==> config.mk <==
export PLATFORM = sky130hd
export DESIGN_NAME = mod_exp_ctrl_flat
export DESIGN_NICKNAME = d
export VERILOG_FILES = /design/src/rtl/mod_exp_ctrl_if.sv /design/src/rtl/mod_exp_ctrl.sv /design/src/flat_wrapper.sv
export SDC_FILE = /design/constraint.sdc
export NUM_CORES = 1
export LEC_CHECK = 0
export ABC_AREA = 1
export BUFFER_PORTS_ARGS = -buffer_cell sky130_fd_sc_hd__buf_4
export CORE_AREA = 2 2 212 214
export DETAILED_ROUTE_END_ITERATION = 8
export DIE_AREA = 0 0 214 216
export PLACE_DENSITY = 0.71
export SLEW_MARGIN = 5
export SYNTH_ARGS = -nofsm -noshare
export SYNTH_HDL_FRONTEND = slang
export SYNTH_SLANG_ARGS = --single-unit
==> constraint.sdc <==
create_clock -name clk -period 2.51 [get_ports clk]
set_clock_uncertainty 0.1 [all_clocks]
set_input_delay 0.251 -clock clk [delete_from_list [all_inputs] [get_ports clk]]
set_output_delay 0.251 -clock clk [all_outputs]
set_load 0.02 [all_outputs]
==> src/rtl/mod_exp_ctrl_if.sv <==
// Engine-side bus between the modular-exponentiation controller and the
// Montgomery product (mon_prod) engine.
interface mod_exp_ctrl_if #(
    parameter int bitLen     = 64,
    parameter int countWidth = 4
);
    logic                  mp_start;
    logic [bitLen-1:0]     mp_A;
    logic [bitLen-1:0]     mp_B;
    logic [bitLen-1:0]     mp_M;
    logic [countWidth-1:0] mp_num_words;
    logic                  mp_stop;
    logic [bitLen-1:0]     mp_P;

    // Controller side: issues operations and waits for the product.
    modport master (
        output mp_start, mp_A, mp_B, mp_M, mp_num_words,
        input  mp_stop, mp_P
    );

    // Engine side: receives operations and returns the product.
    modport slave (
        input  mp_start, mp_A, mp_B, mp_M, mp_num_words,
        output mp_stop, mp_P
    );
endinterface

==> src/rtl/mod_exp_ctrl.sv <==
// Modular exponentiation sequencer: base^exp mod M computed left-to-right
// with Montgomery products issued to an external mon_prod engine.
//
// state     | meaning
// ----------+-----------------------------------------------------------
// IDLE      | waiting for start; last result/err held
// TO_BASE   | bm = MonPro(base, r2); even M aborts here with err
// TO_ONE    | x  = MonPro(1, r2), Montgomery form of 1
// SCAN      | skip leading zeros of exp, one bit per cycle
// SQUARE    | x  = MonPro(x, x)
// MULT      | x  = MonPro(x, bm), only for a 1 bit
// FROM_MONT | result = MonPro(x, 1)
// FINISH    | done pulse, back to IDLE
//
// Engine states run two phases: ISSUE (one cycle, mp_start high) and WAIT.
module mod_exp_ctrl #(
    parameter int bitLen     = 64,
    parameter int expLen     = 16,
    parameter int countWidth = 4
) (
    input  logic                  clk,
    input  logic                  rst_n,
    input  logic                  start_i,
    input  logic [bitLen-1:0]     base_i,
    input  logic [bitLen-1:0]     m_i,
    input  logic [bitLen-1:0]     r2_i,
    input  logic [expLen-1:0]     exp_i,
    input  logic [countWidth-1:0] num_words_i,
    output logic                  busy_o,
    output logic                  done_o,
    output logic                  err_o,
    output logic [bitLen-1:0]     result_o,
    mod_exp_ctrl_if.master        mp
);

    // One extra bit so that decrementing past bit 0 lands in a value with
    // the MSB set; that is the end-of-exponent marker.
    localparam int IdxW = $clog2(expLen) + 1;

    typedef enum logic [2:0] {
        IDLE, SCAN, TO_BASE, TO_ONE, SQUARE, MULT, FROM_MONT, FINISH
    } state_t;

    typedef enum logic {ISSUE, WAIT} phase_t;

    state_t                state_q, state_d;
    phase_t                phase_q, phase_d;
    logic                  low_seen_q, low_seen_d;
    logic [bitLen-1:0]     base_q, m_q, r2_q;
    logic [expLen-1:0]     exp_q;
    logic [countWidth-1:0] nw_q;
    logic [bitLen-1:0]     x_q, x_d;
    logic [bitLen-1:0]     bm_q, bm_d;
    logic [IdxW-1:0]       idx_q, idx_d;
    logic                  err_q, err_d;
    logic [bitLen-1:0]     result_q, result_d;
    logic                  load;

    logic                  engine_st;
    logic                  abort;
    logic                  op_done;
    logic                  cur_bit;
    logic [IdxW-1:0]       idx_dec;
    logic [bitLen-1:0]     op_a, op_b;

    assign engine_st = (state_q == TO_BASE) || (state_q == TO_ONE) ||
                       (state_q == SQUARE)  || (state_q == MULT)   ||
                       (state_q == FROM_MONT);
    // An even modulus is rejected before the first operation goes out.
    assign abort     = (state_q == TO_BASE) && !m_q[0];
    // Completion needs a low level seen first, so a stop still high from
    // the previous operation is never mistaken for this one finishing.
    assign op_done   = engine_st && (phase_q == WAIT) && low_seen_q && mp.mp_stop;
    assign cur_bit   = exp_q[idx_q[IdxW-2:0]];
    assign idx_dec   = idx_q - IdxW'(1);

    assign mp.mp_start     = engine_st && (phase_q == ISSUE) && !abort;
    assign mp.mp_A         = op_a;
    assign mp.mp_B         = op_b;
    assign mp.mp_M         = m_q;
    assign mp.mp_num_words = nw_q;

    assign busy_o   = (state_q != IDLE) && (state_q != FINISH);
    assign done_o   = (state_q == FINISH);
    assign err_o    = err_q;
    assign result_o = result_q;

    // Operand selection; inputs only change on completion, so they stay
    // stable for the whole operation.
    always_comb begin
        op_a = '0;
        op_b = '0;
        case (state_q)
            TO_BASE:   begin op_a = base_q;          op_b = r2_q;             end
            TO_ONE:    begin op_a = bitLen'(1);      op_b = r2_q;             end
            SQUARE:    begin op_a = x_q;             op_b = x_q;              end
            MULT:      begin op_a = x_q;             op_b = bm_q;             end
            FROM_MONT: begin op_a = x_q;             op_b = bitLen'(1);       end
            default:   begin op_a = '0;              op_b = '0;               end
        endcase
    end

    // Next-state logic: engine handshake phases and exponent walk.
    always_comb begin
        state_d    = state_q;
        phase_d    = phase_q;
        low_seen_d = low_seen_q;
        x_d        = x_q;
        bm_d       = bm_q;
        idx_d      = idx_q;
        err_d      = err_q;
        result_d   = result_q;
        load       = 1'b0;

        if (engine_st) begin
            if (phase_q == ISSUE) begin
                if (!abort) begin
                    phase_d    = WAIT;
                    low_seen_d = 1'b0;
                end
            end else if (!low_seen_q && !mp.mp_stop) begin
                low_seen_d = 1'b1;
            end
        end
        if (op_done) begin
            phase_d = ISSUE;
        end

        case (state_q)
            IDLE: begin
                if (start_i) begin
                    load    = 1'b1;
                    err_d   = 1'b0;
                    idx_d   = IdxW'(expLen - 1);
                    phase_d = ISSUE;
                    state_d = TO_BASE;
                end
            end
            TO_BASE: begin
                if (abort) begin
                    err_d    = 1'b1;
                    result_d = '0;
                    state_d  = FINISH;
                end else if (op_done) begin
                    bm_d    = mp.mp_P;
                    state_d = TO_ONE;
                end
            end
            TO_ONE: begin
                if (op_done) begin
                    x_d     = mp.mp_P;
                    state_d = SCAN;
                end
            end
            SCAN: begin
                if (idx_q[IdxW-1]) begin
                    state_d = FROM_MONT;
                end else if (cur_bit) begin
                    state_d = SQUARE;
                end else begin
                    idx_d = idx_dec;
                end
            end
            SQUARE: begin
                if (op_done) begin
                    x_d = mp.mp_P;
                    if (cur_bit) begin
                        state_d = MULT;
                    end else begin
                        idx_d   = idx_dec;
                        state_d = idx_dec[IdxW-1] ? FROM_MONT : SQUARE;
                    end
                end
            end
            MULT: begin
                if (op_done) begin
                    x_d     = mp.mp_P;
                    idx_d   = idx_dec;
                    state_d = idx_dec[IdxW-1] ? FROM_MONT : SQUARE;
                end
            end
            FROM_MONT: begin
                if (op_done) begin
                    result_d = mp.mp_P;
                    state_d  = FINISH;
                end
            end
            FINISH: begin
                state_d = IDLE;
            end
            default: begin
                state_d = IDLE;
            end
        endcase
    end

    // State and datapath registers with synchronous active-low reset.
    always_ff @(posedge clk) begin
        if (!rst_n) begin
            state_q    <= IDLE;
            phase_q    <= ISSUE;
            low_seen_q <= 1'b0;
            base_q     <= '0;
            m_q        <= '0;
            r2_q       <= '0;
            exp_q      <= '0;
            nw_q       <= '0;
            x_q        <= '0;
            bm_q       <= '0;
            idx_q      <= '0;
            err_q      <= 1'b0;
            result_q   <= '0;
        end else begin
            state_q    <= state_d;
            phase_q    <= phase_d;
            low_seen_q <= low_seen_d;
            x_q        <= x_d;
            bm_q       <= bm_d;
            idx_q      <= idx_d;
            err_q      <= err_d;
            result_q   <= result_d;
            if (load) begin
                base_q <= base_i;
                m_q    <= m_i;
                r2_q   <= r2_i;
                exp_q  <= exp_i;
                nw_q   <= num_words_i;
            end
        end
    end

endmodule
==> src/flat_wrapper.sv <==
// flat-port wrapper written by rule: the top's interface ports become plain ports
module mod_exp_ctrl_flat 
#(
    parameter int bitLen     = 64,
    parameter int expLen     = 16,
    parameter int countWidth = 4
)
  (clk, rst_n, start_i, base_i, m_i, r2_i, exp_i, num_words_i, busy_o, done_o, err_o, result_o, mp_mp_start, mp_mp_A, mp_mp_B, mp_mp_M, mp_mp_num_words, mp_mp_stop, mp_mp_P);
  mod_exp_ctrl_if #(.bitLen(bitLen), .countWidth(countWidth)) mp_i ();
  input  logic clk;
  input  logic rst_n;
  input  logic start_i;
  input  logic [bitLen-1:0] base_i;
  input  logic [bitLen-1:0] m_i;
  input  logic [bitLen-1:0] r2_i;
  input  logic [expLen-1:0] exp_i;
  input  logic [countWidth-1:0] num_words_i;
  output logic busy_o;
  output logic done_o;
  output logic err_o;
  output logic [bitLen-1:0] result_o;
  output wire logic [$bits(mp_i.mp_start)-1:0] mp_mp_start;
  output wire logic [$bits(mp_i.mp_A)-1:0] mp_mp_A;
  output wire logic [$bits(mp_i.mp_B)-1:0] mp_mp_B;
  output wire logic [$bits(mp_i.mp_M)-1:0] mp_mp_M;
  output wire logic [$bits(mp_i.mp_num_words)-1:0] mp_mp_num_words;
  input wire logic [$bits(mp_i.mp_stop)-1:0] mp_mp_stop;
  input wire logic [$bits(mp_i.mp_P)-1:0] mp_mp_P;
  assign mp_mp_start = mp_i.mp_start;
  assign mp_mp_A = mp_i.mp_A;
  assign mp_mp_B = mp_i.mp_B;
  assign mp_mp_M = mp_i.mp_M;
  assign mp_mp_num_words = mp_i.mp_num_words;
  assign mp_i.mp_stop = mp_mp_stop;
  assign mp_i.mp_P = mp_mp_P;
  mod_exp_ctrl #(.bitLen(bitLen), .expLen(expLen), .countWidth(countWidth)) u_core (.clk(clk), .rst_n(rst_n), .start_i(start_i), .base_i(base_i), .m_i(m_i), .r2_i(r2_i), .exp_i(exp_i), .num_words_i(num_words_i), .busy_o(busy_o), .done_o(done_o), .err_o(err_o), .result_o(result_o), .mp(mp_i));
endmodule
# After elaboration in Yosys (flattened, before gate mapping)
# Cells that the tools add are included.
[totals]
word_cells = 111
output_inout_bits = 264
ff_bits = 415
[classes]
bitwise_logic = 2
addsub = 1
mux = 40
eq_ne = 21
n_reduce_logical = 32
n_lt_le_gt_ge = 1
[ops]
columns = ["cell", "n"]
rows = [
  ["64-bit case mux with 4 select lines", 1],
  ["64-bit case mux with 3 select lines", 1],
  ["64-bit 2-to-1 mux", 2],
  ["64-bit case mux with 2 select lines", 1],
  ["3-bit 2-to-1 mux", 10],
  ["5-bit 2-to-1 mux", 6],
  ["3-bit case mux with 8 select lines", 1],
  ["5-bit case mux with 4 select lines", 1],
  ["1-bit 2-to-1 mux", 14],
  ["7-bit AND reduction", 2],
  ["3-bit == test, second input constant", 4],
  ["2-bit by 1-bit inequality test with 1-bit output, second input constant", 6],
  ["3-bit AND reduction", 4],
  ["2-bit inequality test, second input constant", 5],
  ["1-bit logical AND", 8],
  ["3-bit by 2-bit == test with 1-bit output, second input constant", 2],
  ["3-bit by 1-bit inequality test with 1-bit output, second input constant", 2],
  ["3-bit OR reduction", 2],
  ["4-bit by 5-bit less-than comparator with 1-bit output, second input constant", 1],
  ["5-bit AND reduction", 1],
  ["5-bit by 1-bit subtractor with 5-bit output, second input constant", 1],
  ["1-bit binary-select mux with 4-bit select", 1],
  ["1-bit zero test", 4],
  ["1-bit logical OR", 4],
  ["11 further kinds", 13],
]

# Logic depth before layout (Yosys ltp)
[depth]
ltp_word = 11
mapped_depth = 13
ltp_nobuf = 12

# Worst setup path before layout
# OpenSTA, ideal clock, no wires.
[synth_timing]
kind = "register to register"
start = "reg u_core.state_q[2]"
end = "reg u_core.low_seen_q"
path_buffers = 1
t_arrival_ns = 1.882
setup_time_ns = 0.115
path_stages_with_launch = 10
path_slack_ns = 0.413
path_cell_list = "dfxtp_1 > buf_2 > inv_1 > ha_1 > inv_1 > nand2_4 > inv_1 > nor3_1 > a21oi_1 > o21a_1"
[synth_between]
elab_chain_cells = 6
[synth_lines]
columns = ["item", "line", "rtl"]
rows = [
  ["start: declaration", "mod_exp_ctrl.sv:46", "state_t state_q, state_d;"],
  ["start signal: assignment", "mod_exp_ctrl.sv:214", "state_q <= state_d;"],
  ["3-bit by 2-bit == test with 1-bit output (on tied branches)", "mod_exp_ctrl.sv:66, mod_exp_ctrl.sv:70", ""],
  ["1-bit logical OR (2 in series)", "mod_exp_ctrl.sv:66", "assign engine_st = (state_q == TO_BASE) || (state_q == TO_ONE) ||"],
  ["1-bit logical OR (2 in series)", "mod_exp_ctrl.sv:67", "(state_q == SQUARE) || (state_q == MULT) ||"],
  ["3-bit AND reduction (no source line) *", "n/a", ""],
  ["end signal: assignment", "mod_exp_ctrl.sv:216", "low_seen_q <= low_seen_d;"],
  ["end: declaration", "mod_exp_ctrl.sv:48", "logic low_seen_q, low_seen_d;"],
]
# Mark *: on every way between the ends. The rest lies on a longest branch, timed or not.
# A chain may end at the register's enable or synchronous reset.

# Worst setup path after layout
[layout_timing]
start = "reg u_core.state_q[0]"
end = "out mp_mp_A[26]"
[layout_between]
elab_chain_cells = 3
[layout_lines]
columns = ["item", "line", "rtl"]
rows = [
  ["3-bit == test", "mod_exp_ctrl.sv:93", "case (state_q)"],
  ["3-bit OR reduction (no source line)", "n/a", ""],
  ["64-bit case mux with 3 select lines *", "mod_exp_ctrl.sv:93", ""],
  ["end: declaration", "flat_wrapper.sv:23", "output wire logic [$bits(mp_i.mp_A)-1:0] mp_mp_A;"],
]
# Marks and branches as above.

==> flow_metrics.py <==
metrics = {
    "power_and_ir_drop": {
        "leakage_uw": 0.0111,
        "p_total_uw": 25800,
        "peakVddDrop_v": 0.000752,
        "cellPowerDensity_nw_per_um2": 1010,
    },
    "job": {
        "maxCapViolations": 0,
    },
    "setup_path": {
        "ff2ff_setup_slack_ns": 0.27,
        "critical-path-top-delay-family": "simple AND/OR/NAND/NOR gates",
        "crit_chain": "nand2_2, nand2_8, buf_12, o22ai_1, buf_4",
        "start_kind": "register",
        "critPathMaxFanout": 24,
        "worstSetupEndpointType": "output pin",
        "cp.required_ns": 2.16,
        "crit_path_max_incr_delay_ns": 0.37,
        "cp_slowest_cell": "dfxtp_2",
        "crit_buf_inv": 2,
        "cp.arrival_ns": 2.11,
        "worstSetupPathType": "reg2out",
    },
    "placement": {
        "place_congestion": 0.904,
        "io_buffer_count": 543,
        "dpl-instance-area_sq_um": 21100,
        "post-dp-hpwl_mm": 41.5,
    },
    "cells_and_area": {
        "layout_common_cells": "buf_4, dfxtp_1, nor2_1, o21ai_0, dlygate4sd3_1",
        "regArea_sq_um": 8310,
        "mostFrequentLayoutCell": "buf_4",
        "design_area_sq_um": 25600,
        "fin_nets": 3184,
        "fillers": 3628,
        "multiInputGateArea_sq_um": 6690,
        "drive_above_1_share_pct": 24.0,
        "syn_to_final_growth_pct": 54.7,
    },
    "clock_network": {
        "cts_buffers": 45,
        "cts_tree": "yes",
        "post_cts_buffers": 0,
        "clkLatencyLatePin_ns": 0.56,
        "htree_levels": 2,
        "cts.clk_slew.worst_paths_ns": 0.06,
        "cts_buffer_depth": 3,
        "root_buffer": "clkbuf_16",
        "cts_sinks": 415,
    },
    "timing": {
        "max_freq_mhz": 406,
        "fin_crit_ns": 2.47,
        "finalMaxSlewViolations": 0,
        "worstMarginPinSlew_ns": 0.658,
        "rsz0062_at_grt": "true",
        "hold_viol": 0,
        "setup_viol": 0,
        "relSlewSlack_pct": 56.1,
        "holdWs_ns": 0.319,
        "fin_crit_sh_pct": 98.2,
    },
    "floorplanning": {
        "dieArea_sq_um": 46200,
        "start_util_pct": 37.7,
        "die_h_microns": 216,
        "core_area_sq_um": 43800,
        "rows": 77,
        "io_pins": 544,
        "die_w_microns": 214,
    },
    "yosys": {
        "async_reset_ff_share_pct": 0,
        "synth_edf_count": 0,
        "yosysWarningCount": 0,
        "syn-num-nets": 2448,
        "synth_cells": 2163,
        "avgSynthCellArea_sq_um": 7.64,
        "synth_area_sq_um": 16500,
        "synth-seq-cells": 415,
        "synthDistinctLibCells": 33,
        "yosysSeqAreaShare_pct": 50.3,
        "ys.flop_type": "dfxtp_1",
    },
    "hold_path": {
        "hp-class": "in2reg",
    },
    "routing": {
        "vias": 18600,
        "vias_per_cell": 5.28,
        "first_pass_iters": 6,
        "ant_nets": 0,
        "drc_errors": 0,
        "wirelength_mm": 66.1,
        "drt_iter0_markers": 1704,
        "routedWlPerCell_microns": 18.8,
    },
    "grt": {
        "grt_pass1_wl_mm": 103,
        "grt_pass1_vias": 19100,
        "grt_usage_pct": 27.5,
        "grt_start_max_net_pins": 121,
        "antenna_found_initial": 2,
        "grt-ovfl-total": 0,
    },
    "outcome": {
        "outcome": "finished clean",
    },
}
[sequential cells by signal, indices dropped and copies added, names as in the netlist]
name	cells
u_core.result_o	64
u_core.mp.mp_M	64
u_core.low_seen_q	1
u_core.r2_q	64
u_core.bm_q	64
u_core.idx_q	5
u_core.base_q	64
u_core.state_q	3
u_core.x_q	64
u_core.exp_q	16
u_core.err_o	1
u_core.phase_q	1
u_core.mp.mp_num_words	4
[synthesized netlist by cell type, types with 2 or more instances]
| master | instances | area share (%) |
|---|---|---|
| nand3_1 | 23 | 0.70 |
| nand2_2 | 2 | 0.076 |
| nor2_4 | 2 | 0.14 |
| o21bai_1 | 2 | 0.091 |
| buf_2 | 31 | 0.94 |
| clkbuf_2 | 2 | 0.061 |
| inv_1 | 224 | 5.1 |
| o221ai_1 | 63 | 3.3 |
| ha_1 | 5 | 0.38 |
| a21oi_1 | 275 | 8.3 |
| nor3_1 | 5 | 0.15 |
| buf_6 | 12 | 0.82 |
| o22ai_1 | 63 | 2.4 |
| o21ai_1 | 63 | 1.9 |
| dfxtp_1 | 415 | 50 |
| buf_1 | 17 | 0.39 |
| nor2_2 | 3 | 0.11 |
| inv_2 | 13 | 0.30 |
| xor2_1 | 3 | 0.16 |
| nand2_1 | 123 | 2.8 |
| buf_4 | 3 | 0.14 |
| a21oi_2 | 2 | 0.11 |
| nor2_1 | 349 | 7.9 |
| clkbuf_1 | 109 | 2.5 |
| nand2_4 | 2 | 0.14 |
| o21ai_0 | 345 | 10 |
[power breakdown]
| group | total, uW | switching [uW] | internal [uW] |
|---|---|---|---|
| Sequential | 8790 | 694 | 8090 |
| Clock | 6670 | 2690 | 3980 |
| Combinational | 10300 | 6540 | 3790 |
| Total | 25800 | 9920 | 15900 |
[through the flow]
step / setup TNS, ns / util (%) / std cells / setup WS, ns
5_1_grt: -0.106 / 58.3 / 3523 / -0.0423
3_3_place_gp: 0 / 48.1 / 3164 / 0.260
3_5_place_dp: 0 / 48.1 / 3164 / 0.214
2_1_floorplan: 0 / - / 2163 / 0.413
4_1_cts: 0 / 58.1 / 3519 / 0.000734
6_report: 0 / 58.3 / 3523 / 0.0445
[path summary, 6_finish.rpt]
path | from | depth (start not counted) | end
setup reg to reg | u_core.state_q[1] | 10 | u_core.x_q[3]
hold reg to reg | u_core.r2_q[18] | 2 | u_core.r2_q[18]
setup / recovery | u_core.state_q[0] | 5 | mp_mp_A[26]
hold / removal | start_i | 5 | u_core.r2_q[14]
[layer usage]
| layer | part of all wire [%] | wire, microns | up-vias | global-route usage [%] |
|---|---|---|---|---|
| met4 | 5.9 | 3880 | 0 | 16.1 |
| met3 | 8.1 | 5370 | 254 | 5.98 |
| met5 | 0 | 0 | - | 0 |
| met1 | 38 | 25000 | 8669 | 30.6 |
| met2 | 48 | 31900 | 979 | 48.3 |
| li1 | - | - | 8687 | - |
[logic make-up after synthesis]
| family | synth area share, % |
|---|---|
| AO/OA/AOI/OAI | 26.8 |
| XOR/XNOR | 0.159 |
| buffers and inverters | 10.2 |
| adder cells (fa/ha/maj) | 0.378 |
| AND/OR/NAND/NOR | 12.2 |
| flip-flops | 50.3 |
[area by class of cell]
cell class / count / area share [%]
clock buffers: 66 / 5.23
repair buffers: 862 / 29.1
multi-input cells: 1338 / 26.2
clock inverters: 11 / 0.543
flip-flops and latches: 415 / 32.5
inverters: 237 / 3.53
diodes: 2 / 0.0196
well taps: 592 / 2.90
[repair_timing]
action	in CTS	in global routing
hold buffers	278	0
gates cloned	0	2
pin swaps	1	1
gates resized for setup	21	17
setup endpoints to repair	106	87
hold endpoints to repair	406	0
[worst reg2reg max path, cell delays in order (launching register included)]
cell,delay [ns]
dfxtp_4,0.39
inv_2,0.08
ha_1,0.29
inv_1,0.06
nand2_4,0.10
nand4_4,0.14
a21oi_2,0.23
inv_4,0.12
buf_4,0.29
o21ai_0,0.25
a21oi_1,0.06
(Power assumes the default switching activity.)
